File: config.mk
export PLATFORM = sky130hd
export DESIGN_NAME = snake_game_ctrl
export DESIGN_NICKNAME = d
export VERILOG_FILES = /design/src/rtl/snake_game_ctrl.sv
export SDC_FILE = /design/constraint.sdc
export NUM_CORES = 1
export LEC_CHECK = 0
export ABC_AREA = 1
export CAP_MARGIN = 25
export CORE_ASPECT_RATIO = 1.75
export CORE_MARGIN = 2
export CORE_UTILIZATION = 45
export CTS_CLUSTER_SIZE = 8
export DETAILED_ROUTE_END_ITERATION = 12
export GPL_TIMING_DRIVEN = 0
export MAX_ROUTING_LAYER = met4
export PLACE_DENSITY_LB_ADDON = 0.08
export RECOVER_POWER = 50
export SYNTH_ARGS = -nofsm -noshare
export SYNTH_HDL_FRONTEND = slang
export SYNTH_SLANG_ARGS = --single-unit
File: constraint.sdc
create_clock -name clk -period 2.55 [get_ports clk]
set_clock_uncertainty 0.15 [all_clocks]
set_input_delay 0.51 -clock clk [delete_from_list [all_inputs] [get_ports clk]]
set_output_delay 0.51 -clock clk [all_outputs]
set_load 0.1 [all_outputs]
File: src/rtl/snake_game_ctrl.sv
// Frame-rate sequencer for the VGA snake game: folds per-pixel collision flags into per-frame
// move/grow/respawn decisions and owns direction and length. SNAKE_PAUSE_EN adds a PAUSE state.
module snake_game_ctrl #(
    parameter int TICK_FRAMES = 6,
    parameter int MAX_LEN     = 15,
    parameter int LEN_W       = 5
) (
    input  logic             clk,
    input  logic             rst,
    input  logic             frame_end,
    input  logic [4:0]       dir_req,
    input  logic             start,
    input  logic             hit_apple,
    input  logic             hit_body,
    input  logic             hit_border,
    input  logic             apple_bad,
    output logic             move,
    output logic [4:0]       dir,
    output logic             grow,
    output logic             respawn,
    output logic [LEN_W-1:0] length,
    output logic [2:0]       state,
    output logic             game_over,
    output logic             win_game
);

    localparam logic [4:0] DIR_UP    = 5'b00010;
    localparam logic [4:0] DIR_LEFT  = 5'b00100;
    localparam logic [4:0] DIR_DOWN  = 5'b01000;
    localparam logic [4:0] DIR_RIGHT = 5'b10000;

    localparam int CNT_W = (TICK_FRAMES > 1) ? $clog2(TICK_FRAMES) : 1;
    localparam logic [CNT_W-1:0] TICK_LAST = CNT_W'(TICK_FRAMES - 1);
    localparam logic [LEN_W-1:0] LEN_MAX   = LEN_W'(MAX_LEN);

    typedef enum logic [2:0] {
        S_IDLE  = 3'd0,
        S_PLAY  = 3'd1,
        S_OVER  = 3'd2,
        S_WIN   = 3'd3,
        S_PAUSE = 3'd4
    } state_t;

    state_t           state_q, state_n;
    logic [CNT_W-1:0] tick_q, tick_n;
    logic [LEN_W-1:0] len_q, len_n;
    logic [4:0]       dir_q, dir_n;
    logic [4:0]       pend_q, pend_n;
    logic [3:0]       sticky_q, sticky_n;   // {apple_bad, hit_border, hit_body, hit_apple}
    logic [3:0]       flags_now;
    logic             move_n, grow_n, respawn_n;
    logic             dir_ok;
    logic             pause_req;
    logic             paused;

`ifdef SNAKE_PAUSE_EN
    assign pause_req = start;
    assign paused    = (state_q == S_PAUSE);
`else
    assign pause_req = 1'b0;
    assign paused    = 1'b0;
`endif

    function automatic logic dir_valid(input logic [4:0] d);
        return (d == DIR_UP) || (d == DIR_LEFT) || (d == DIR_DOWN) || (d == DIR_RIGHT);
    endfunction

    function automatic logic dir_opposite(input logic [4:0] a, input logic [4:0] b);
        return ((a == DIR_UP)   && (b == DIR_DOWN))  || ((a == DIR_DOWN)  && (b == DIR_UP)) ||
               ((a == DIR_LEFT) && (b == DIR_RIGHT)) || ((a == DIR_RIGHT) && (b == DIR_LEFT));
    endfunction

    function automatic logic [LEN_W-1:0] len_inc(input logic [LEN_W-1:0] l);
        return (l >= LEN_MAX) ? LEN_MAX : l + LEN_W'(1);
    endfunction

    // A flag raised in the frame_end cycle itself still belongs to the closing frame.
    assign flags_now = sticky_q | {apple_bad, hit_border, hit_body, hit_apple};

    // Reversing into the body is only harmless while there is no body.
    assign dir_ok = dir_valid(dir_req) && !paused &&
                    !((len_q != '0) && dir_opposite(dir_req, dir_q));

    always_comb begin
        state_n   = state_q;
        tick_n    = tick_q;
        len_n     = len_q;
        dir_n     = dir_q;
        pend_n    = pend_q;
        sticky_n  = '0;
        move_n    = 1'b0;
        grow_n    = 1'b0;
        respawn_n = 1'b0;

        if (dir_ok) begin
            pend_n = dir_req;
        end

        unique case (state_q)
            S_IDLE: begin
                if (start) begin
                    state_n   = S_PLAY;
                    len_n     = '0;
                    tick_n    = '0;
                    respawn_n = 1'b1;
                end
            end
            S_PLAY: begin
                sticky_n = flags_now;
                if (pause_req) begin
                    state_n  = S_PAUSE;
                    sticky_n = '0;
                end else if (frame_end) begin
                    sticky_n = '0;
                    if (flags_now[1] || flags_now[2]) begin
                        state_n = S_OVER;
                    end else begin
                        if (flags_now[0]) begin
                            grow_n    = 1'b1;
                            respawn_n = 1'b1;
                            len_n     = len_inc(len_q);
                            if (len_n == LEN_MAX) begin
                                state_n = S_WIN;
                            end
                        end else if (flags_now[3]) begin
                            respawn_n = 1'b1;
                        end
                        // The winning frame still moves if its tick is due.
                        if (tick_q == TICK_LAST) begin
                            tick_n = '0;
                            move_n = 1'b1;
                            dir_n  = pend_q;
                        end else begin
                            tick_n = tick_q + CNT_W'(1);
                        end
                    end
                end
            end
            S_OVER, S_WIN: begin
                if (start) begin
                    state_n = S_IDLE;
                end
            end
            S_PAUSE: begin
                if (pause_req) begin
                    state_n = S_PLAY;
                end
            end
            default: begin
                state_n = S_IDLE;
            end
        endcase
    end

    always_ff @(posedge clk or negedge rst) begin
        if (!rst) begin
            state_q   <= S_IDLE;
            tick_q    <= '0;
            len_q     <= '0;
            dir_q     <= DIR_RIGHT;
            pend_q    <= DIR_RIGHT;
            sticky_q  <= '0;
            move      <= 1'b0;
            grow      <= 1'b0;
            respawn   <= 1'b0;
            game_over <= 1'b0;
            win_game  <= 1'b0;
        end else begin
            state_q   <= state_n;
            tick_q    <= tick_n;
            len_q     <= len_n;
            dir_q     <= dir_n;
            pend_q    <= pend_n;
            sticky_q  <= sticky_n;
            move      <= move_n;
            grow      <= grow_n;
            respawn   <= respawn_n;
            game_over <= (state_n == S_OVER);
            win_game  <= (state_n == S_WIN);
        end
    end

    assign state  = state_q;
    assign length = len_q;
    assign dir    = dir_q;

endmodule
# After elaboration in Yosys (flattened, before gate mapping)
# Index checks and enable logic that the tools add are counted.
[op_classes] mux=34 bitwise=2 n_mul=0 n_lt_le_gt_ge=1 shift=0 add_sub_neg=2 reduce_logical=21 eq_ne=20 div_mod_pow=0
[ops] cell="two-way mux 3 bit" count=10
[ops] cell="two-way mux 5 bit" count=5
[ops] cell="equality test 5 x 4 -> 1 bit, second input constant" count=3
[ops] cell="two-way mux 1 bit" count=13
[ops] cell="equality test 3 x 2 -> 1 bit, second input constant" count=4
[ops] cell="case mux 3 bit (4 select lines)" count=1
[ops] cell="equality test 5 x 2 -> 1 bit, second input constant" count=2
[ops] cell="equality test 5 x 3 -> 1 bit, second input constant" count=2
[ops] cell="equality test 5 bit, second input constant" count=2
[ops] cell="case mux 5 bit (2 select lines)" count=1
[ops] cell="two-way mux 4 bit" count=2
[ops] cell="inequality test 2 bit, second input constant" count=4
[ops] cell="AND reduction 4 bit" count=2
[ops] cell="logical OR 1 bit" count=7
[ops] cell="equality test 3 bit, second input constant" count=2
[ops] cell="logical AND 1 bit" count=6
[ops] cell="case mux 3 bit (2 select lines)" count=1
[ops] cell="adder 5 x 1 -> 5 bit, second input constant" count=1
[ops] cell="greater-or-equal comparator 5 x 4 -> 1 bit, second input constant" count=1
[ops] cell="AND reduction 5 bit" count=1
[ops] cell="nonzero test 5 bit" count=1
[ops] cell="OR 4 bit" count=1
[ops] cell="adder 3 x 1 -> 3 bit, second input constant" count=1
[ops] cell="equality test 3 x 1 -> 1 bit, second input constant" count=1
[ops] cell="6 further kinds" count=6
[totals] rom_bits=0 latchBits=0 output_inout_bits=18 register_bits=30 n_memories=0 ramBits=0

# Logic depth before layout (Yosys ltp)
# Gate-level depths: netlist (run 1).
[logic_depth] word_depth=9 ltp_mapped=12

# Worst setup path after synthesis (run 1)
# Ideal clock, no wire load.
[synth_path] kind="register -> register" from="register len_q[0] (netlist: length[0])" to="register game_over" t_required_ns=2.321 slack_ns=0.124 t_arrival_ns=2.197 stages_incl_launch_ff=13 path_buffers=0 path_cell_list="dfrtp_1 ha_1 nand2_1 nor2_1 ha_1 nor2_1 nand3_1 nand2_1 nor2_1 nand2_1 nand2_1 nand2_1 a21oi_1"
[synth_via] elab_chain_cells=9
[synth_rtl] element="start: declaration" line="46" rtl="logic [LEN_W-1:0] len_q, len_n;"
[synth_rtl] element="start signal: assignment" line="171" rtl="len_q <= len_n;"
[synth_rtl] element="adder 5 x 1 -> 5 bit / greater-or-equal comparator 5 x 4 -> 1 bit (equally long branches)" line="74" rtl="return (l >= LEN_MAX) ? LEN_MAX : l + LEN_W'(1);"
[synth_rtl] element="two-way mux 5 bit (*)" line="74"
[synth_rtl] element="equality test 5 x 4 -> 1 bit (*)" line="122" rtl="if (len_n == LEN_MAX) begin"
[synth_rtl] element="two-way mux 3 bit (*)" line="122"
[synth_rtl] element="two-way mux 3 bit (*)" line="118" rtl="if (flags_now[0]) begin"
[synth_rtl] element="two-way mux 3 bit (*)" line="115" rtl="if (flags_now[1] || flags_now[2]) begin"
[synth_rtl] element="two-way mux 3 bit (*)" line="113" rtl="end else if (frame_end) begin"
[synth_rtl] element="case mux 3 bit (4 select lines) (*)" line="99" rtl="unique case (state_q)"
[synth_rtl] element="equality test 3 x 2 -> 1 bit (*)" line="178" rtl="game_over <= (state_n == S_OVER);"
[synth_rtl] element="end signal: assignment" line="178"
[synth_rtl] element="end: declaration" line="23" rtl="output logic game_over,"
# Every way passes the cells marked *; elsewhere a longest branch is shown, timed or not.
# A chain may end at the register's enable or synchronous reset.

# Worst setup path in the final report (run 1)
[layout_path] from="register len_q[2] (netlist: length[2])" to="output port length[2]"
[layout_lines] element="end: declaration" line="21" rtl="output logic [LEN_W-1:0] length,"
# No word-level cell between the ends.

==> results of run 1 <==
state kept, by name, indices dropped and copies added, names as in the netlist:
signal / count
length: 5
tick_q: 3
respawn: 1
win_game: 1
sticky_q: 4
grow: 1
pend_q: 5
state: 3
dir: 5
game_over: 1
move: 1
power breakdown:
| group | switching [mW] | leakage [nW] | internal, mW |
|---|---|---|---|
| Combinational | 0.655 | 0.547 | 0.194 |
| Clock | 0.179 | 0.0714 | 0.417 |
| Sequential | 0.0666 | 0.390 | 0.579 |
kinds of logic after synthesis:
kind of cell / share of synthesized area (%)
buffers and inverters: 7.56
flip-flops: 50.5
AO/OA/AOI/OAI: 9.99
adder cells (fa/ha/maj): 2.52
AND/OR/NAND/NOR: 29.4
per-layer routing:
metal / up-vias / GRT usage (%)
li1: 656 / -
met1: 617 / 22.2
met2: 33 / 37.4
met3: 8 / 6.07
met4: 0 / 10.3
met5: - / -
repair_timing:
item	4_1_cts	5_1_grt
pin swaps	0	0
resized for setup	2	3
hold buffers	0	0
setup endpoints to repair	2	3
hold endpoints to repair	0	0
layout by cell type (no fill, tap or decap), drive strengths merged, types with 6 or more instances in the layout:
cell type	count
o21ai	15
inv	29
nand2	34
clkdlybuf4s50	23
dfrtp	28
nand3	17
a21oi	6
clkbuf	7
nor2	34
final timing paths:
kind / depth (start not counted) / slack (ns) / end
min in group asynchronous: 1 / 0.51 / state[0]
setup reg to reg: 12 / 0.51 / win_game
hold reg to reg: 2 / 0.32 / pend_q[1]
hold / removal: 2 / 0.32 / pend_q[1]
setup / recovery: 1 / 0.04 / length[2]
max in group asynchronous: 2 / 0.47 / sticky_q[1]
area by class of cell:
cell class / count / area (µm²)
inverter: 30 / 113
multi-input combinational: 121 / 601
sequential: 30 / 753
tap: 43 / 53.8
clock inverter: 2 / 60.1
timing repair buffer: 31 / 309
clock buffer: 6 / 82.6
fill: 287 / 1170
==> impl_metrics.ini, run 1 <==
[synth]
synth_most_common_cell = nand2_1
seq_area_frac_synth_pct = 50.5
synth_flop_cell = dfrtp_1
synth.net_count = 197
synth-seq-cells = 30
yosys_warnings = 0
netlist_top_cells_count = nand2_1 (30), nor2_1 (29), dfrtp_1 (28)
synth_top_area_share_pct = 47.0
synthDistinctLibCells = 26
yosysTopAreaCell = dfrtp_1
syn_area_um2 = 1490
avgSynthCellArea_um2 = 8.23
synth-edff-count = 0
synthArstFlopShare_pct = 100
synthTopCellsByArea = dfrtp_1 (47%), nand2_1 (7.6%), nor2_1 (7.3%)
syn_inst = 181

[timing]
fin_setup_tns_ns = 0
fmax_mhz = 399
setup_viol = 0
rsz0062_at_grt = no
setup_slack_ns = 0.0411
final_max_slew_viol_count = 0
max_slew.worst_pin.slew_ns = 0.967
hold_ws_ns = 0.321
finalCriticalPeriod_ns = 2.51
finalHoldViolCount = 0
slew_headroom_pct = 35.3
fin_crit_sh_pct = 98.4

[cts]
cts_made_buffers = 5
post_cts_buffers = 0
clk_latency_ns = 0.29
cts_sinks = 30
root_buffer = clkbuf_8
htree_levels = 2
clock_path_buffers = 2
cts_tree = done
clk_pin_slew_ns = 0.07

[global_route]
grt_pass1_wl_um = 5710
grt_use_total_pct = 22.1
grt_max_degree = 19
antenna_found_initial = 0
grt_pass1_vias = 1376
grt-ovfl-total = 0

[route]
wl_um = 3310
dr_wl_met2_um = 1830
dr_total_vias = 1314
wire_per_inst_um = 12.6
ant_nets = 0
drtIter0Drc = 39
viasPerCell = 5.00
route.detailed.drc = 0
dr.pass1.iters = 4
met1_length_um = 1250
dr_wl_met3_um = 141
highest_layer = met4

[worst_setup_path]
critPathSlowestCell = clkdlybuf4s50_1
worstPathRequired_ns = 1.89
path_delay_family = buffers and inverters
end_kind = primary output
startpoint_type = register
path_cells = clkdlybuf4s50_1
cp-startpoint = length[2]
worstPathMaxFanout = 5
rr_startpoint = length[0]
cpPeakStageDelay_ns = 1.16
critPathKind = reg2out
crit_buf_inv = 1
arrival_ns = 1.85

[floorplan]
core_area_um2 = 3140
core.rowCount = 27
start_util_pct = 47.4
fp.dieH_um = 80.1
dieArea_um2 = 3810
ioPinCount = 31
die_w_um = 47.5

[place]
port_buffers = 30
placed_cells = 255
post-place-ws_ns = 0.259
post-dp-hpwl_um = 2590
gp_congestion = 0.904
placed_cell_area_um2 = 1870

[pwr]
max-vdd-ir-drop_v = 0.000760
p_leak_nw = 1.01
power_density_nw_per_um2 = 1060
p_total_mw = 2.09

[layout]
syn2layout_area_growth_pct = 32.3
nets = 235
finalInstanceArea_um2 = 1970
num_antenna_cells = 0
final_layout_size_suffix_gt1_share_pct = 8.64
instances_no_fill = 263
postLayoutCoreUtil_pct = 62.8

[min_path]
min-delay-start = pend_q[1]
hold_class = reg2reg

[job]
maxCapViolCount = 0

[status]
status = finished, final reports clean
(Power assumes the default switching activity.)
==> run 2, diff against run 1 <==
--- a/config.mk
+++ b/config.mk
@@ -12,10 +12,10 @@
 export CORE_UTILIZATION = 45
 export CTS_CLUSTER_SIZE = 8
 export DETAILED_ROUTE_END_ITERATION = 12
-export GPL_TIMING_DRIVEN = 0
 export MAX_ROUTING_LAYER = met4
 export PLACE_DENSITY_LB_ADDON = 0.08
 export RECOVER_POWER = 50
+export SLEW_MARGIN = 10
 export SYNTH_ARGS = -nofsm -noshare
 export SYNTH_HDL_FRONTEND = slang
 export SYNTH_SLANG_ARGS = --single-unit
==> impl_metrics.ini, run 2 (same netlist as run 1, synthesis figures left out) <==
[status]
status = finished, final reports clean

[pwr]
p_leak_nw = 1.01
max-vdd-ir-drop_v = 0.000769
power_density_nw_per_um2 = 1070

[cts]
root_buffer = clkbuf_8
cts_made_buffers = 5
hold_buffers = 0
cts_tree = done
post_cts_buffers = 0
cts_resized = 0
cts_sinks = 30
clk_pin_slew_ns = 0.06
clock_path_buffers = 2
clk_latency_ns = 0.28
htree_levels = 2

[layout]
final_common_cell = nand2_1
final_cell_mix = nand2_1 (32), nor2_1 (29), dfrtp_1 (28), inv_1 (27)
postLayoutCoreUtil_pct = 61.6
final_layout_size_suffix_gt1_share_pct = 17.3
nets = 235
instances_no_fill = 263
num_antenna_cells = 0
syn2layout_area_growth_pct = 29.8

[route]
drtIter0Drc = 31
dr_total_vias = 1342
viasPerCell = 5.10
wire_per_inst_um = 12.7
wl_um = 3340
route.detailed.drc = 0
ant_nets = 0
dr.pass1.iters = 4

[floorplan]
ioPinCount = 31
core.rowCount = 27
dieArea_um2 = 3810
start_util_pct = 47.4
fp.dieH_um = 80.1
die_w_um = 47.5
core_area_um2 = 3140

[timing]
max_slew.worst_pin.slew_ns = 1.18
setup_viol = 0
final_max_slew_viol_count = 0
fmax_mhz = 470
slew_headroom_pct = 21.7
fin_setup_tns_ns = 0
fin_crit_sh_pct = 83.5
rsz0062_at_grt = no
finalCriticalPeriod_ns = 2.13
finalHoldViolCount = 0

[worst_setup_path]
path_cells = clkbuf_1
startpoint_type = register
critPathSlowestCell = clkbuf_1
cpPeakStageDelay_ns = 0.87
end_kind = primary output
crit_buf_inv = 1
critPathKind = reg2out
worstPathMaxFanout = 1
arrival_ns = 1.47
worstPathRequired_ns = 1.89
path_delay_family = buffers and inverters

[min_path]
hold_class = reg2reg

[global_route]
grt_pass1_vias = 1309
grt-ovfl-total = 0
grt_max_degree = 31
antenna_found_initial = 0
grt_use_total_pct = 21.4
grt_pass1_wl_um = 5470

[place]
post-dp-hpwl_um = 2620
port_buffers = 30
placed_cells = 255
gp_congestion = 0.873

[job]
maxCapViolCount = 0
[run 2: routing by layer]
metal / wire (µm) / GRT usage (%)
met4: 57 / 10.8
met2: 1920 / 36.8
met1: 1210 / 20.6
met3: 155 / 5.62
met5: 0 / -
[run 2: final timing paths]
path                            from   endpoint  slack (ns)  depth (start not counted)
min in group asynchronous        rst   state[0]        0.67                          2
min                        pend_q[1]  pend_q[1]        0.34                          2
max                         win_game   win_game        0.42                          1
max reg2reg                length[0]   win_game        0.48                         12
max in group asynchronous        rst  pend_q[1]        1.11                          2
min reg2reg                pend_q[1]  pend_q[1]        0.34                          2
[run 2: report_power, final]
group          switching, mW  total, mW  internal, mW
Combinational          0.658      0.835         0.177
Sequential            0.0705      0.650         0.579
Clock                  0.171      0.587         0.416
Total                  0.899       2.07          1.17
[run 2: layout make-up]
class                           instances  area [µm²]
Clock buffer                            6        82.6
Clock inverter                          2        60.1
Fill cell                             297        1210
Inverter                               30         113
Multi-Input combinational cell        121         619
Sequential cell                        30         753
Tap cell                               43        53.8
Timing Repair Buffer                   31         253
[run 2: metrics by stage]
step | worst slack (ns) | power (mW) | area, µm² | hold slack, ns
CTS | 0.527 | 2.11 | 1950 | 0.336
floorplan | 0.124 | 1.30 | 1490 | 0.0644
detailed placement | 0.439 | 1.51 | 1810 | 0.321
global placement | 0.513 | 1.49 | 1810 | 0.322
finish | 0.422 | 2.07 | 1930 | 0.335
global route | 0.305 | 2.18 | 1930 | 0.373
==> run 3, diff against run 2 <==
==> constraint.sdc (replaced) <==
create_clock -name clk -period 1.95 [get_ports clk]
set_clock_uncertainty 0.15 [all_clocks]
set_input_delay 0.39 -clock clk [delete_from_list [all_inputs] [get_ports clk]]
set_output_delay 0.39 -clock clk [all_outputs]
set_load 0.1 [all_outputs]
==> impl_metrics.ini, run 3 (same netlist as run 1, synthesis figures left out) <==
[global_route]
antenna_found_initial = 0
grt_max_degree = 31
grt_use_total_pct = 23.0
grt-ovfl-total = 0
grt_pass1_wl_um = 5890
grt_pass1_vias = 1405

[cts]
root_buffer = clkbuf_8
clock_path_buffers = 2
post_cts_buffers = 0
htree_levels = 2
cts_sinks = 30
clk_latency_ns = 0.28
cts_resized = 0
cts_tree = done
clk_pin_slew_ns = 0.06
cts_made_buffers = 5
hold_buffers = 0

[min_path]
min-delay-start = pend_q[4]
hold_class = reg2reg
whs_path_depth = 2
min_to = pend_q[4]

[worst_setup_path]
worstPathRequired_ns = 1.96
path_delay_family = flip-flops
rr_startpoint = length[1]
crit_buf_inv = 1
worstPathMaxFanout = 3
ff2ff_path_depth = 12
path_cells = ha_4, nand2_2, nor2_1, ha_2, inv_2, nand3_4, a21oi_4, nor2_1, nand2_1, nand2_1, nand2_2, a21oi_1
rrSetupSlack_ns = 0.05
startpoint_type = register
cpPeakStageDelay_ns = 0.49
critPathSlowestCell = dfrtp_4
reg2reg_to = win_game
end_kind = register
arrival_ns = 1.91
cp-startpoint = length[1]
critPathKind = reg2reg

[place]
gp_congestion = 0.893
post-dp-hpwl_um = 2850
placed_cells = 258
port_buffers = 30
post-place-ws_ns = -0.0340
placed_cell_area_um2 = 2090

[floorplan]
ioPinCount = 31
core_area_um2 = 3140
die_w_um = 47.5
start_util_pct = 47.4
fp.dieH_um = 80.1
dieArea_um2 = 3810
core.rowCount = 27

[status]
status = finished, final reports clean

[layout]
nets = 238
final_common_cell = nor2_1
final_cell_mix = nor2_1 (29), nand2_1 (28), inv_1 (26), dfrtp_1 (22)
num_antenna_cells = 0
final_layout_size_suffix_gt1_share_pct = 26.5
instances_no_fill = 266
syn2layout_area_growth_pct = 45.5
finalInstanceArea_um2 = 2170

[timing]
slew_headroom_pct = 50.4
fin_setup_tns_ns = 0
final_max_slew_viol_count = 0
max_slew.worst_pin.slew_ns = 0.743
fmax_mhz = 527
finalHoldViolCount = 0
setup_viol = 0
fin_crit_sh_pct = 97.2
setup_slack_ns = 0.0540
finalCriticalPeriod_ns = 1.90

[route]
wire_per_inst_um = 13.6
ant_nets = 0
wl_um = 3620
drtIter0Drc = 45
viasPerCell = 5.06
dr.pass1.iters = 4
dr_total_vias = 1346
route.detailed.drc = 0

[job]
maxCapViolCount = 0

[pwr]
p_leak_nw = 1.07
power_density_nw_per_um2 = 1230
p_total_mw = 2.67
max-vdd-ir-drop_v = 0.000993
[run 3: power by group]
group          internal, mW  switching, mW
clock network         0.283          0.231
registers             0.765          0.115
logic                 0.391          0.887
total                  1.44           1.23
[run 3: metrics by stage]
stage          hold slack (ns)  util, %
6_report                 0.322     69.0
4_1_cts                  0.325     69.6
5_1_grt                  0.344     69.0
3_3_place_gp             0.319     66.6
2_1_floorplan          -0.0556        -
3_5_place_dp             0.317     66.6
[run 3: worst max path at each step]
| stage | to | slack (ns) | cells past startpoint |
|---|---|---|---|
| 3_3_place_gp | pend_q[2] | 0.03 | 8 |
| 3_5_place_dp | pend_q[3] | -0.03 | 10 |
| 2_1_floorplan | game_over | -0.03 | 10 |
| 6_report | win_game | 0.05 | 12 |
| 4_1_cts | game_over | 0.009 | 10 |
| 5_1_grt | win_game | -0.02 | 12 |
[run 3: worst reg2reg max path, delay by kind of cell (launching register included)]
kind / cells / cell delay, ns
DFF: 1 / 0.49
adders and majority gates: 2 / 0.38
buffers and inverters: 1 / 0.07
and+or+nand+nor: 7 / 0.45
AOI/OAI and AO/OA: 2 / 0.25
[run 3: cell type report]
type | count | area, µm²
fillers | 249 | 973
multi-input cells | 121 | 678
well taps | 43 | 53.8
inverters | 30 | 113
repair buffers | 34 | 463
clock inverters | 2 | 12.5
flip-flops and latches | 30 | 766
clock buffers | 6 | 82.6
[run 3: layer usage]
metal  global-route usage (%)  wire length [µm]
met2                     41.5              2150
met5                        -                 0
met4                     11.7               139
met1                     20.4              1190
met3                     5.39               137
